$ cat src/rtl/div_scheduler.sv
// -----------------------------------------------------------------------------
// div_scheduler
//
// Purpose:
//   Shares one sequential divider (LA/EB/s/Done handshake style) between two
//   requesters. A round-robin arbiter accepts one request at a time. The
//   operands are loaded into the divider, and the block waits for Done. It
//   then captures Q/R and presents them on a shared response bus. The bus is
//   qualified by a one-hot rsp_valid, and it is held until the selected
//   requester takes the response.
//
// Optional feature (compile-time macro):
//   DIV_ZERO_BYPASS_EN - when defined, a request with b == 0 skips the divider.
//                        It is answered directly with q = all ones, r = a and
//                        rsp_dz = 1. When undefined, b == 0 is sequenced
//                        through the divider, and rsp_dz is tied to 0.
//
// Parameters:
//   N          operand / result width; must match the divider's width
//
// Ports:
//   Clock      in   1   rising-edge clock
//   Resetn     in   1   asynchronous active-low reset
//   req_valid  in   2   request valid, bit i = requester i
//   req_ready  out  2   one-hot grant (only while idle)
//   req_a0/b0  in   N   dividend / divisor of requester 0
//   req_a1/b1  in   N   dividend / divisor of requester 1
//   rsp_valid  out  2   response valid, bit i = requester i (one-hot)
//   rsp_ready  in   2   response accept, only the selected bit is honoured
//   rsp_q      out  N   quotient
//   rsp_r      out  N   remainder
//   rsp_dz     out  1   divide-by-zero flag
//   div_LA     out  1   divider: load dividend
//   div_EB     out  1   divider: load divisor
//   div_s      out  1   divider: start / run
//   div_DataA  out  N   divider: dividend (non-zero only during LOAD)
//   div_DataB  out  N   divider: divisor  (non-zero only during LOAD)
//   div_Q      in   N   divider: quotient
//   div_R      in   N   divider: remainder
//   div_Done   in   1   divider: operation complete
// -----------------------------------------------------------------------------
module div_scheduler #(
    parameter int N = 8
) (
    input  logic         Clock,
    input  logic         Resetn,

    input  logic [1:0]   req_valid,
    output logic [1:0]   req_ready,
    input  logic [N-1:0] req_a0,
    input  logic [N-1:0] req_b0,
    input  logic [N-1:0] req_a1,
    input  logic [N-1:0] req_b1,

    output logic [1:0]   rsp_valid,
    input  logic [1:0]   rsp_ready,
    output logic [N-1:0] rsp_q,
    output logic [N-1:0] rsp_r,
    output logic         rsp_dz,

    output logic         div_LA,
    output logic         div_EB,
    output logic         div_s,
    output logic [N-1:0] div_DataA,
    output logic [N-1:0] div_DataB,
    input  logic [N-1:0] div_Q,
    input  logic [N-1:0] div_R,
    input  logic         div_Done
);

    typedef enum logic [2:0] {
        IDLE  = 3'd0,
        LOAD  = 3'd1,
        RUN   = 3'd2,
        DRAIN = 3'd3,
        RESP  = 3'd4
    } state_t;

    state_t state_q, state_d;

    // Goes high on the first clock after reset is released. Grants are held
    // off until then, so req_ready stays 0 for the whole reset window. This
    // avoids routing Resetn into the combinational grant path.
    logic armed_q;

    // Requester served most recently. It resets to 1 so that requester 0
    // wins the first contention.
    logic last_q;

    // Latched request
    logic         sel_q;
    logic [N-1:0] a_q;
    logic [N-1:0] b_q;

    // Response registers
    logic [N-1:0] quot_q;
    logic [N-1:0] rem_q;
`ifdef DIV_ZERO_BYPASS_EN
    logic         dz_q;
`endif

    // ------------------------------------------------------------------
    // Arbitration
    // ------------------------------------------------------------------
    logic [1:0]   grant;
    logic         accept;
    logic         acc_idx;
    logic [N-1:0] acc_a;
    logic [N-1:0] acc_b;
    logic         acc_bypass;

    always_comb begin
        grant = 2'b00;
        case (req_valid)
            2'b01:   grant = 2'b01;
            2'b10:   grant = 2'b10;
            2'b11:   grant = last_q ? 2'b01 : 2'b10;  // the one not served last
            default: grant = 2'b00;
        endcase
    end

    assign accept  = |(req_valid & req_ready);
    assign acc_idx = req_ready[1];
    assign acc_a   = acc_idx ? req_a1 : req_a0;
    assign acc_b   = acc_idx ? req_b1 : req_b0;

`ifdef DIV_ZERO_BYPASS_EN
    assign acc_bypass = (acc_b == '0);
`else
    assign acc_bypass = 1'b0;
`endif

    // ------------------------------------------------------------------
    // FSM: state register
    // ------------------------------------------------------------------
    always_ff @(posedge Clock or negedge Resetn) begin
        if (!Resetn) begin
            state_q <= IDLE;
        end else begin
            state_q <= state_d;
        end
    end

    // ------------------------------------------------------------------
    // FSM: next-state logic
    // ------------------------------------------------------------------
    always_comb begin
        state_d = state_q;
        case (state_q)
            IDLE: begin
                if (accept) begin
                    state_d = acc_bypass ? RESP : LOAD;
                end
            end
            LOAD:  state_d = RUN;
            RUN: begin
                if (div_Done) begin
                    state_d = DRAIN;
                end
            end
            DRAIN: state_d = RESP;
            RESP: begin
                // Only the selected requester's rsp_ready completes the response.
                if (rsp_ready[sel_q]) begin
                    state_d = IDLE;
                end
            end
            default: state_d = IDLE;
        endcase
    end

    // ------------------------------------------------------------------
    // FSM: outputs
    // ------------------------------------------------------------------
    always_comb begin
        req_ready = 2'b00;
        rsp_valid = 2'b00;
        div_LA    = 1'b0;
        div_EB    = 1'b0;
        div_s     = 1'b0;
        div_DataA = '0;
        div_DataB = '0;
        case (state_q)
            IDLE: begin
                if (armed_q) begin
                    req_ready = grant;
                end
            end
            LOAD: begin
                div_LA    = 1'b1;
                div_EB    = 1'b1;
                div_DataA = a_q;
                div_DataB = b_q;
            end
            RUN: begin
                div_s = 1'b1;
            end
            DRAIN: begin
                // s drops for this cycle, which returns the divider to idle.
            end
            RESP: begin
                rsp_valid = sel_q ? 2'b10 : 2'b01;
            end
            default: begin
            end
        endcase
    end

    // ------------------------------------------------------------------
    // Datapath registers
    // ------------------------------------------------------------------
    always_ff @(posedge Clock or negedge Resetn) begin
        if (!Resetn) begin
            armed_q <= 1'b0;
            last_q  <= 1'b1;
            sel_q   <= 1'b0;
            a_q     <= '0;
            b_q     <= '0;
        end else begin
            armed_q <= 1'b1;
            if (state_q == IDLE && accept) begin
                sel_q  <= acc_idx;
                last_q <= acc_idx;
                a_q    <= acc_a;
                b_q    <= acc_b;
            end
        end
    end

    always_ff @(posedge Clock or negedge Resetn) begin
        if (!Resetn) begin
            quot_q <= '0;
            rem_q  <= '0;
        end else begin
            if (state_q == DRAIN) begin
                quot_q <= div_Q;
                rem_q  <= div_R;
            end else if (state_q == IDLE && accept && acc_bypass) begin
                quot_q <= '1;
                rem_q  <= acc_a;
            end
        end
    end

`ifdef DIV_ZERO_BYPASS_EN
    always_ff @(posedge Clock or negedge Resetn) begin
        if (!Resetn) begin
            dz_q <= 1'b0;
        end else begin
            if (state_q == DRAIN) begin
                dz_q <= 1'b0;
            end else if (state_q == IDLE && accept) begin
                dz_q <= acc_bypass;
            end
        end
    end

    assign rsp_dz = dz_q;
`else
    assign rsp_dz = 1'b0;
`endif

    assign rsp_q = quot_q;
    assign rsp_r = rem_q;

endmodule

$ cat config.mk
export PLATFORM = sky130hd
export DESIGN_NAME = div_scheduler
export DESIGN_NICKNAME = d
export VERILOG_FILES = /design/src/rtl/div_scheduler.sv
export SDC_FILE = /design/constraint.sdc
export NUM_CORES = 1
export LEC_CHECK = 0
export BUFFER_PORTS_ARGS = -buffer_cell sky130_fd_sc_hd__buf_2
export CORE_UTILIZATION = 40
export DETAILED_ROUTE_END_ITERATION = 12
export PLACE_DENSITY = 0.75
export SLEW_MARGIN = 20
export SYNTH_ARGS = -nofsm -noshare
export SYNTH_HDL_FRONTEND = slang
export SYNTH_SLANG_ARGS = --single-unit
$ cat constraint.sdc
create_clock -name Clock -period 1.6 [get_ports Clock]
set_input_delay 0.16 -clock Clock [delete_from_list [all_inputs] [get_ports Clock]]
set_output_delay 0.16 -clock Clock [all_outputs]
set_load 0.005 [all_outputs]
### Word-level counts from Yosys, hierarchy flattened

Index checks and enable logic that the tools add are counted.

| cells by class | value |
|---|---|
| bitwise operators | 1 |
| magnitude comparators | 1 |
| multiplexer cells | 18 |
| equal/unequal tests | 10 |
| reduce and logical (&&, ||, !) cells | 4 |

Operators with widths:

| kind | number |
|---|---|
| 8-bit 2-to-1 mux | 4 |
| 3-bit one-hot mux with 5 select lines | 1 |
| 2-bit 2-to-1 mux | 5 |
| 3-bit 2-to-1 mux | 3 |
| 3-bit by 2-bit == test with 1-bit output, second input constant | 2 |
| 2-bit inequality test, second input constant | 3 |
| 2-bit one-hot mux with 3 select lines | 1 |
| 2-bit == test, second input constant | 2 |
| 1-bit 2-to-1 mux | 4 |
| 3-bit by 1-bit == test with 1-bit output, second input constant | 1 |
| 3-bit == test, second input constant | 1 |
| 3-bit logical NOT | 1 |
| 3-bit AND reduction | 1 |
| 2-bit AND | 1 |
| 2-bit by 1-bit == test with 1-bit output, second input constant | 1 |
| 1-bit by 2-bit < comparator with 1-bit output, second input constant | 1 |
| 2-bit OR reduction | 1 |
| 1-bit logical AND | 1 |

| word-level totals | value |
|---|---|
| register bits after elaboration | 38 |
| bits of input ports | 55 |
| output and inout bits | 40 |

### Longest topological paths before layout

Gate-level depths: netlist of run 1.

| depth | value |
|---|---|
| word-level depth | 8 |
| depth in mapped cells | 5 |
| gate-level depth less buffers | 3 |

### Least setup slack after synthesis of run 1

Ideal clock, no wire load.

| path | value |
|---|---|
| path type | register -> register |
| from | register state_q[0] |
| to | register b_q[6] |
| arrival time | 1.432 ns |
| setup slack | 0.040 ns |
| stages on the path, launching flop included | 5 |
| data required time | 1.472 ns |
| cells stage by stage | dfrtp_1 -> buf_6 -> nor4b_2 -> buf_4 -> a2bb2oi_2 |

| on the way | value |
|---|---|
| longest elaborated chain between the ends | 5 |
| elaborated cells on any way between the ends | 6 |
| those cells by class | mux: 2; bitwise: 1; reduce/logical: 3 |

RTL lines:

| item | line | RTL |
|---|---|---|
| from (decl) | 79 | `state_t state_q, state_d;` |
| from (signal assigned) | 140 | `state_q <= state_d;` |
| 3-bit logical NOT * | 183, 221 |  |
| 2-bit 2-to-1 mux | 183 | `case (state_q)` |
| 2-bit AND | 122 | `assign accept = \|(req_valid & req_ready);` |
| 2-bit OR reduction | 122 |  |
| 1-bit logical AND | - |  |
| to (signal assigned) | 218 | `b_q <= '0;` |
| to (signal assigned) | 225 | `b_q <= acc_b;` |
| to (decl) | 93 | `logic [N-1:0] b_q;` |

Every way passes the cells marked *; elsewhere a longest branch is shown, timed or not.
A chain may end at the register's enable or synchronous reset.

### Final worst setup path of run 1

| path | value |
|---|---|
| from | register state_q[1] |
| to | output port req_ready[0] |

| on the way | value |
|---|---|
| longest elaborated chain between the ends | 2 |

RTL lines:

| item | line | RTL |
|---|---|---|
| 3-bit logical NOT | 183 |  |
| 2-bit 2-to-1 mux | 183 |  |
| to (decl) | 49 | `output logic [1:0] req_ready,` |

Every way passes these cells.

==> results of run 1 <==
[worst min-delay path by stage]
stage | startpoint | to | slack [ns] | cells past startpoint
floorplan | Resetn | a_q[0]$_DFFE_PN0P_ | -0.14 | 0
global placement | Resetn | b_q[1]$_DFFE_PN0P_ | 0.16 | 1
detailed placement | Resetn | b_q[0]$_DFFE_PN0P_ | 0.17 | 1
CTS | req_valid[0] | last_q$_DFFE_PN1P_ | 0.08 | 2
global route | div_R[0] | rsp_r[0]$_DFFE_PN0P_ | 0.09 | 2
finish | req_valid[0] | last_q$_DFFE_PN1P_ | 0.10 | 2
[per-layer routing]
layer  GRT usage [%]  share of wire (%)  vias to the layer above  wire length, um
met5               0                  0                        -                0
met4            4.44               0.98                        0               46
met3            5.92                8.4                        6              395
met2            30.9                 48                       86             2270
met1            25.0                 43                      788             2000
li1                -                  -                      752                -
[sequential cells by signal (all words and copies together) (netlist names)]
register / flops
a_q: 8
b_q: 8
rsp_q: 8
rsp_r: 8
state_q: 3
armed_q: 1
last_q: 1
sel_q: 1
[cells by family after synthesis]
logic type | Yosys count
xor+xnor | 1
other cells | 2
mux | 17
compound gates | 38
flops | 38
simple gates | 34
buf+inv | 15
[power groups by stage]
stage	logic, mW	clock network (mW)	registers [mW]
final	2.43	0.793	1.71
after detailed placement	2.03	0	1.70
after global routing	2.62	0.864	1.77
after CTS	2.22	0.819	1.69
after floorplan	1.31	0	1.67
after global placement	1.99	0	1.67
[cells in the mapped netlist, drive strengths merged]
| cell | count | area, um2 |
|---|---|---|
| buf | 8 | 71.3 |
| dfstp | 1 | 26.3 |
| nor2b | 1 | 6.26 |
| o32ai | 16 | 140 |
| nor3 | 2 | 10.0 |
| nand2 | 1 | 3.75 |
| and3 | 1 | 6.26 |
| mux2 | 17 | 191 |
| a21oi | 2 | 10.0 |
| dfrtp | 37 | 926 |
| clkinv | 1 | 3.75 |
| xnor2 | 1 | 8.76 |
| nor3b | 2 | 15.0 |
| conb | 2 | 7.51 |
| nor4b | 1 | 15.0 |
| clkbuf | 6 | 22.5 |
| nand2b | 1 | 6.26 |
| o21ai | 1 | 5.00 |
| a21bo | 1 | 10.0 |
| nor2 | 7 | 42.5 |
| a2bb2oi | 17 | 211 |
| a31oi | 1 | 6.26 |
| and2 | 16 | 100 |
| or4b | 1 | 13.8 |
| nand3b | 1 | 7.51 |
[layout make-up]
class | count | share of cell area, %
clock buffers | 7 | 2.77
clock inverters | 1 | 1.09
inverters | 1 | 0.136
multi-input cells | 92 | 32.6
flip-flops and latches | 38 | 34.5
well taps | 52 | 2.36
repair buffers | 116 | 26.5
[timing repair]
action	CTS	global route
pin swaps	5	3
gates cloned	1	1
hold endpoints to repair	20	0
endpoints found under the setup margin	35	36
resized for setup	13	22
hold buffers	1	0
buffers inserted	6	2
==> flow_summary.json, run 1 <==
{
  "grt_pass1_wl_um": 7420,
  "netlist_area_um2": 1870,
  "dpl_cell_area_um2": 2410,
  "finalCritPeriodShare_pct": 107,
  "synth_top_family_by_area": "compound AO/OA/AOI/OAI gates",
  "setup_violations": 34,
  "syn_inst": 145,
  "yosys_warnings": 0,
  "worst_ep_arrival_time_ns": 1.54,
  "p_total_mw": 4.93,
  "grt_usage_pct": 19.1,
  "p_comb_share_pct": 49.3,
  "synth.area.mux_share_pct": 10.3,
  "critPathBufInv": 1,
  "dp_cells": 288,
  "grt_remaining_overflow": 0,
  "startpoint": "state_q[1]$_DFFE_PN0P_",
  "grt_pass1_vias": 1569,
  "leakagePower_nw": 1.32,
  "antenna_found_initial": 0,
  "intPower_mw": 3.34,
  "yosysUniqueCellTypes": 30,
  "clock_latency_ns": 0.29,
  "maxSlewHeadroom_pct": 64.3,
  "vias_per_cell": 5.32,
  "worstSetupStartpointType": "register",
  "whs_ns": 0.104,
  "row_count": 24,
  "worstPathRequired_ns": 1.44,
  "r2r_cells": 5,
  "yosys_register_bits": 38,
  "crit_path_end": "req_ready[0]",
  "crit_chain": "or4b_4 > nor3_4 > buf_2",
  "p_switching_mw": 1.58,
  "most-common-layout-cells": "88 x buf_2, 37 x dfrtp_1, 17 x mux2_2, 16 x o32ai_1, 14 x buf_6",
  "via_count": 1632,
  "initial_core_util_pct": 42.3,
  "cap_viol_max_count": 0,
  "drive_above_1_share_pct": 65.1,
  "final_common_cell": "buf_2",
  "pwr-share-clk_pct": 16.1,
  "gp_congestion": 0.784,
  "tns_ns": -2.00,
  "cp.depth": 3,
  "seqPwrFrac_pct": 34.6,
  "hold_class": "in2reg",
  "worst_pin_slew_ns": 0.536,
  "crit_type": "reg2out",
  "hpwl_um": 3190,
  "utilization_pct": 62.4,
  "cts_sinks": 38,
  "cp_slowest_cell": "or4b_4",
  "die_y_um": 70.3,
  "die_w_um": 70.3,
  "ios": 95,
  "synthAdderAreaFrac_pct": 0,
  "yosysSeqAreaShare_pct": 51.0,
  "register_area_um2": 952,
  "fin_nets": 309,
  "cts_buffer_depth": 2,
  "skew_ns": 0.0108,
  "n_antenna_cell": 0,
  "synth_area_per_cell_um2": 12.9,
  "routedWlPerCell_um": 15.3,
  "clk_pin_slew_ns": 0.08,
  "syn2layout_area_growth_pct": 47.7,
  "r2r_start": "state_q[1]$_DFFE_PN0P_",
  "sw_frac_of_total_pct": 32.1,
  "multi_input_area_um2": 898,
  "violations": "setup timing",
  "numCtsBuffers": 5,
  "synth_compound_area_share_pct": 20.5,
  "synth_xor_xnor_area_share_pct": 0.469,
  "max_freq_ghz": 0.587,
  "dieArea_um2": 4940,
  "drcViolationCount": 0,
  "cts_tree": "yes",
  "slowest_delay_ns": 0.59,
  "drt_iter0_markers": 80,
  "preCtsSetupSlack_ns": -0.0965,
  "instances_no_fill": 307,
  "clock-root-buffer": "clkbuf_8",
  "synthSimpleGateAreaFrac_pct": 12.1,
  "fillers": 347,
  "drt-total-wl_um": 4710,
  "p_per_area_nw_per_um2": 1790,
  "grt_setup_unrepaired": "true",
  "final_area_um2": 2760,
  "ir_drop_v": 0.000869,
  "synth_fp_nets": 200,
  "crit_path_end_kind": "output port",
  "drt_pass1_iterations": 4,
  "min_period_ns": 1.70,
  "grt_max_degree": 24,
  "core_um2": 4410,
  "final_max_slew_viol_count": 0,
  "postRouteAntennaNets": 0,
  "fin_ws_ns": -0.105,
  "cp_top_family": "simple AND/OR/NAND/NOR gates",
  "critPathMaxFanout": 3,
  "r2r_setup_slack_ns": -0.06,
  "hold_viol": 0,
  "cts_max_level": 2,
  "status": "finished with violations",
  "worstReg2RegEnd": "b_q[3]$_DFFE_PN0P_",
  "port_buffers": 93
}
(Power assumes the default switching activity.)
==> run 2: changes to the inputs <==
CORE_ASPECT_RATIO = 1.75   (was not set)
==> run 2 against run 1 <==
Sequential power barely moved. Critical path depth did not move. Sequential share of layout area rose by 0.57 points. Maximum frequency fell by 2.4%. Critical path type unchanged. First-iteration DRC count fell by 65%. The flow still finishes with violations (setup timing). Cell count fell by 1.6%. Routed wire length fell by 0.89%. Core utilization fell by 1.4 points. Flip-flop and latch count did not move.
==> flow_summary.json, run 2 (synthesized netlist as in run 1, its figures left out) <==
{
  "p_total_mw": 4.84,
  "antenna_found_initial": 0,
  "worst_pin_slew_ns": 0.745,
  "grt_pass1_wl_um": 7070,
  "status": "finished with violations",
  "clk_pin_slew_ns": 0.07,
  "most-common-layout-cells": "84 x buf_2, 37 x dfrtp_1, 17 x mux2_2, 16 x o32ai_1, 15 x buf_6",
  "crit_path_end_kind": "output port",
  "hpwl_um": 3290,
  "clock_latency_ns": 0.29,
  "postRouteAntennaNets": 0,
  "skew_ns": 0.00257,
  "setup_violations": 19,
  "instances_no_fill": 302,
  "maxUsedRoutingLayer": "met4",
  "cts_buffer_depth": 2,
  "preCtsSetupSlack_ns": -0.129,
  "grt_pass1_vias": 1670,
  "gp_congestion": 0.795,
  "n_antenna_cell": 0,
  "worstPathRequired_ns": 1.44,
  "port_buffers": 93,
  "worst_ep_arrival_time_ns": 1.59,
  "grt_remaining_overflow": 0,
  "violations": "setup timing",
  "finalCritPeriodShare_pct": 109,
  "cts_max_level": 2,
  "grt_max_degree": 39,
  "drt-total-wl_um": 4670,
  "final_max_slew_viol_count": 0,
  "grt_usage_pct": 19.8,
  "fillers": 362,
  "cap_viol_max_count": 0,
  "startpoint": "state_q[1]$_DFFE_PN0P_",
  "hold_start": "req_valid[0]",
  "met3WireLength_um": 357,
  "whs_ns": 0.0747,
  "final_common_cell": "buf_2",
  "maxSlewHeadroom_pct": 50.1,
  "drt_iter0_markers": 28,
  "fin_nets": 305,
  "leakagePower_nw": 1.30,
  "via_count": 1620,
  "met2_length_um": 2590,
  "row_count": 32,
  "grt_setup_unrepaired": "true",
  "clock-root-buffer": "clkbuf_8",
  "r2r_cells": 4,
  "core_um2": 4440,
  "p_per_area_nw_per_um2": 1780,
  "dieArea_um2": 4950,
  "dp_cells": 285,
  "final_area_um2": 2710,
  "drcViolationCount": 0,
  "cts_sinks": 38,
  "max_freq_ghz": 0.573,
  "r2r_start": "state_q[1]$_DFFE_PN0P_",
  "hold_class": "in2reg",
  "hold_viol": 0,
  "ios": 95,
  "min_period_ns": 1.75,
  "vias_per_cell": 5.36,
  "numCtsBuffers": 5,
  "crit_type": "reg2out",
  "syn2layout_area_growth_pct": 45.2,
  "die_y_um": 92.4,
  "drive_above_1_share_pct": 64.1,
  "cts_tree": "yes",
  "ir_drop_v": 0.00104,
  "min_path_cells": 2,
  "m1WireLength_um": 1640,
  "critPathMaxFanout": 3,
  "worstSetupStartpointType": "register",
  "drt_pass1_iterations": 4,
  "fin_ws_ns": -0.146,
  "die_w_um": 53.6,
  "dpl_cell_area_um2": 2400,
  "initial_core_util_pct": 42.0,
  "routedWlPerCell_um": 15.5
}
run 2: timing repair:
action / in CTS / in global routing
endpoints found under the setup margin: 35 / 27
hold endpoints to repair: 37 / 0
pin swaps: 4 / 3
gates resized for setup: 8 / 22
buffers inserted: 1 / 5
gates cloned: 1 / 1
hold buffers: 1 / 0
run 2: critical path, stage by stage, from the launching register on:
cell and delay (ns):
dfrtp_1 0.40, or4b_4 0.59, nor3_4 0.17, buf_2 0.14
run 2: layout make-up:
type | instances | area, um2 | share of cell area (%)
clock inverter | 3 | 40.0 | 1.48
clock buffer | 5 | 68.8 | 2.54
multi-input combinational | 92 | 868 | 32.0
tap | 51 | 63.8 | 2.35
timing repair buffer | 112 | 714 | 26.3
inverter | 1 | 3.75 | 0.138
sequential | 38 | 952 | 35.1
run 2: worst paths after layout:
check,endpoint,slack [ns]
min in group asynchronous,b_q[5]$_DFFE_PN0P_,0.37
max reg2reg,b_q[6]$_DFFE_PN0P_,0.05
max,req_ready[0],-0.15
max in group asynchronous,last_q$_DFFE_PN1P_,0.98
min reg2reg,rsp_q[0]$_DFFE_PN0P_,0.50
min,last_q$_DFFE_PN1P_,0.07
run 2: metal layers:
layer	track usage (%)	vias up
li1	-	745
met1	19.5	775
met2	37.0	91
met3	6.08	9
met4	6.14	0
met5	0	-
run 2: where the power goes:
group | switching, mW | internal, mW | total [mW]
registers | 0.269 | 1.43 | 1.70
clock network | 0.333 | 0.459 | 0.791
logic | 0.949 | 1.40 | 2.35
total | 1.55 | 3.29 | 4.84
run 2: through the flow:
| step | setup TNS, ns | util (%) |
|---|---|---|
| floorplan | 0 | - |
| global placement | -0.528 | 54.0 |
| detailed placement | -1.28 | 54.0 |
| CTS | -1.48 | 57.6 |
| global route | -3.01 | 61.0 |
| finish | -1.55 | 61.0 |
==> run 3: changes to the inputs <==
SETUP_SLACK_MARGIN = 0.1   (was not set)
==> run 3 against run 2 <==
The flow still finishes with violations (setup timing). Sequential power about the same. Total power rose by 16%. First-iteration DRC count fell by 18%. Cell area increased by 9.5%. Combinational power rose by 22%. Cell count is 1.3% higher. Sequential share of layout area down 3.0 points. Clock power up 28%.
==> flow_summary.json, run 3 (synthesized netlist as in run 1, its figures left out) <==
{
  "status": "finished with violations",
  "violations": "setup timing",
  "vias_per_cell": 5.37,
  "critPathMaxFanout": 3,
  "crit_type": "reg2out",
  "utilization_pct": 66.8,
  "leakagePower_nw": 1.38,
  "dpl_cell_area_um2": 2410,
  "via_count": 1644,
  "numCtsBuffers": 5,
  "n_antenna_cell": 0,
  "final_max_slew_viol_count": 0,
  "p_comb_share_pct": 51.1,
  "row_count": 32,
  "clock-root-buffer": "clkbuf_8",
  "pwr-share-clk_pct": 18.0,
  "maxSlewHeadroom_pct": 49.1,
  "cts_sinks": 38,
  "hold_viol": 0,
  "routedWlPerCell_um": 16.7,
  "min_period_ns": 1.72,
  "r2r_start": "state_q[1]$_DFFE_PN0P_",
  "ios": 95,
  "setup_violations": 33,
  "seqPwrFrac_pct": 31.0,
  "p_switching_mw": 1.72,
  "grt_pass1_wl_um": 7330,
  "grt_remaining_overflow": 0,
  "p_per_area_nw_per_um2": 1880,
  "cap_viol_max_count": 0,
  "postRouteAntennaNets": 0,
  "most-common-layout-cells": "74 x buf_2, 37 x dfrtp_1, 30 x buf_6, 17 x mux2_2",
  "finalCritPeriodShare_pct": 108,
  "crit_path_end_kind": "output port",
  "cts_buffer_depth": 2,
  "grt_max_degree": 39,
  "hpwl_um": 3410,
  "worstPathRequired_ns": 1.44,
  "hold_start": "req_valid[0]",
  "drcViolationCount": 0,
  "antenna_found_initial": 0,
  "worst_ep_arrival_time_ns": 1.56,
  "final_common_cell": "buf_2",
  "grt_pass1_vias": 1624,
  "intPower_mw": 3.88,
  "hold_class": "in2reg",
  "drt_iter0_markers": 23,
  "gp_congestion": 0.755,
  "final_area_um2": 2970,
  "cts_tree": "yes",
  "die_w_um": 53.6,
  "grt_setup_unrepaired": "true",
  "fin_nets": 309,
  "port_buffers": 93,
  "skew_ns": 0.00660,
  "worst_pin_slew_ns": 0.760,
  "grt_usage_pct": 20.4,
  "max_freq_ghz": 0.581,
  "drive_above_1_share_pct": 72.5,
  "startpoint": "state_q[1]$_DFFE_PN0P_",
  "syn2layout_area_growth_pct": 59.0,
  "sw_frac_of_total_pct": 30.7,
  "core_um2": 4440,
  "cts_max_level": 2,
  "fin_ws_ns": -0.120,
  "dieArea_um2": 4950,
  "clock_latency_ns": 0.29,
  "drt_pass1_iterations": 4,
  "clk_pin_slew_ns": 0.08,
  "drt-total-wl_um": 5100,
  "initial_core_util_pct": 42.0,
  "die_y_um": 92.4,
  "ir_drop_v": 0.00111,
  "worstSetupStartpointType": "register",
  "p_total_mw": 5.60
}
## run 3: cell type report
class / instances / area [um2]
fill: 333 / 1480
sequential: 38 / 952
multi-input combinational: 92 / 951
timing repair buffer: 116 / 856
clock buffer: 6 / 82.6
tap: 51 / 63.8
clock inverter: 2 / 60.1
inverter: 1 / 3.75
## run 3: layer usage
layer	global-route usage (%)	up-vias	wire length [um]
met5	0	-	0
met1	22.1	791	1810
met4	8.11	0	96
li1	-	755	-
met3	6.73	9	400
met2	34.9	89	2790
## run 3: what timing repair did
action / CTS / global route
gates cloned: 1 / 1
pin swaps: 3 / 16
hold endpoints to repair: 37 / 0
setup endpoints to repair: 37 / 37
hold buffers: 1 / 0
gates resized for setup: 9 / 54
setup buffers: 3 / 10
## run 3: metrics by stage
stage               setup TNS [ns]  setup WS (ns)  hold slack (ns)  std cells
CTS                          -1.54         -0.103           0.0723        296
global placement            -0.830        -0.0594            0.238        283
finish                       -1.79         -0.120           0.0908        306
floorplan                        0         0.0587           -0.136        145
global route                 -4.01         -0.199           0.0746        306
detailed placement           -1.95         -0.156            0.244        283
## run 3: worst paths after layout
| path | endpoint | slack [ns] | cells after the start |
|---|---|---|---|
| max reg2reg | a_q[5]$_DFFE_PN0P_ | -0.04 | 5 |
| max | req_ready[0] | -0.12 | 3 |
| max in group asynchronous | last_q$_DFFE_PN1P_ | 0.78 | 3 |
| min in group asynchronous | b_q[6]$_DFFE_PN0P_ | 0.45 | 3 |
| min | last_q$_DFFE_PN1P_ | 0.09 | 2 |
| min reg2reg | rsp_q[3]$_DFFE_PN0P_ | 0.51 | 1 |
## run 3: power groups by stage
| stage | combinational [mW] | clock (mW) | sequential [mW] |
|---|---|---|---|
| 6_report | 2.86 | 1.01 | 1.73 |
| 5_1_grt | 3.06 | 1.07 | 1.79 |
| 4_1_cts | 2.21 | 1.03 | 1.71 |
| 3_5_place_dp | 2.04 | 0 | 1.70 |
| 3_3_place_gp | 1.99 | 0 | 1.68 |
| 2_1_floorplan | 1.34 | 0 | 1.67 |
## run 3: worst max-delay path, stage by stage (launching register included)
cell and delay, ns:
dfrtp_1 0.39, or4b_4 0.58, nor3_4 0.15, buf_2 0.15
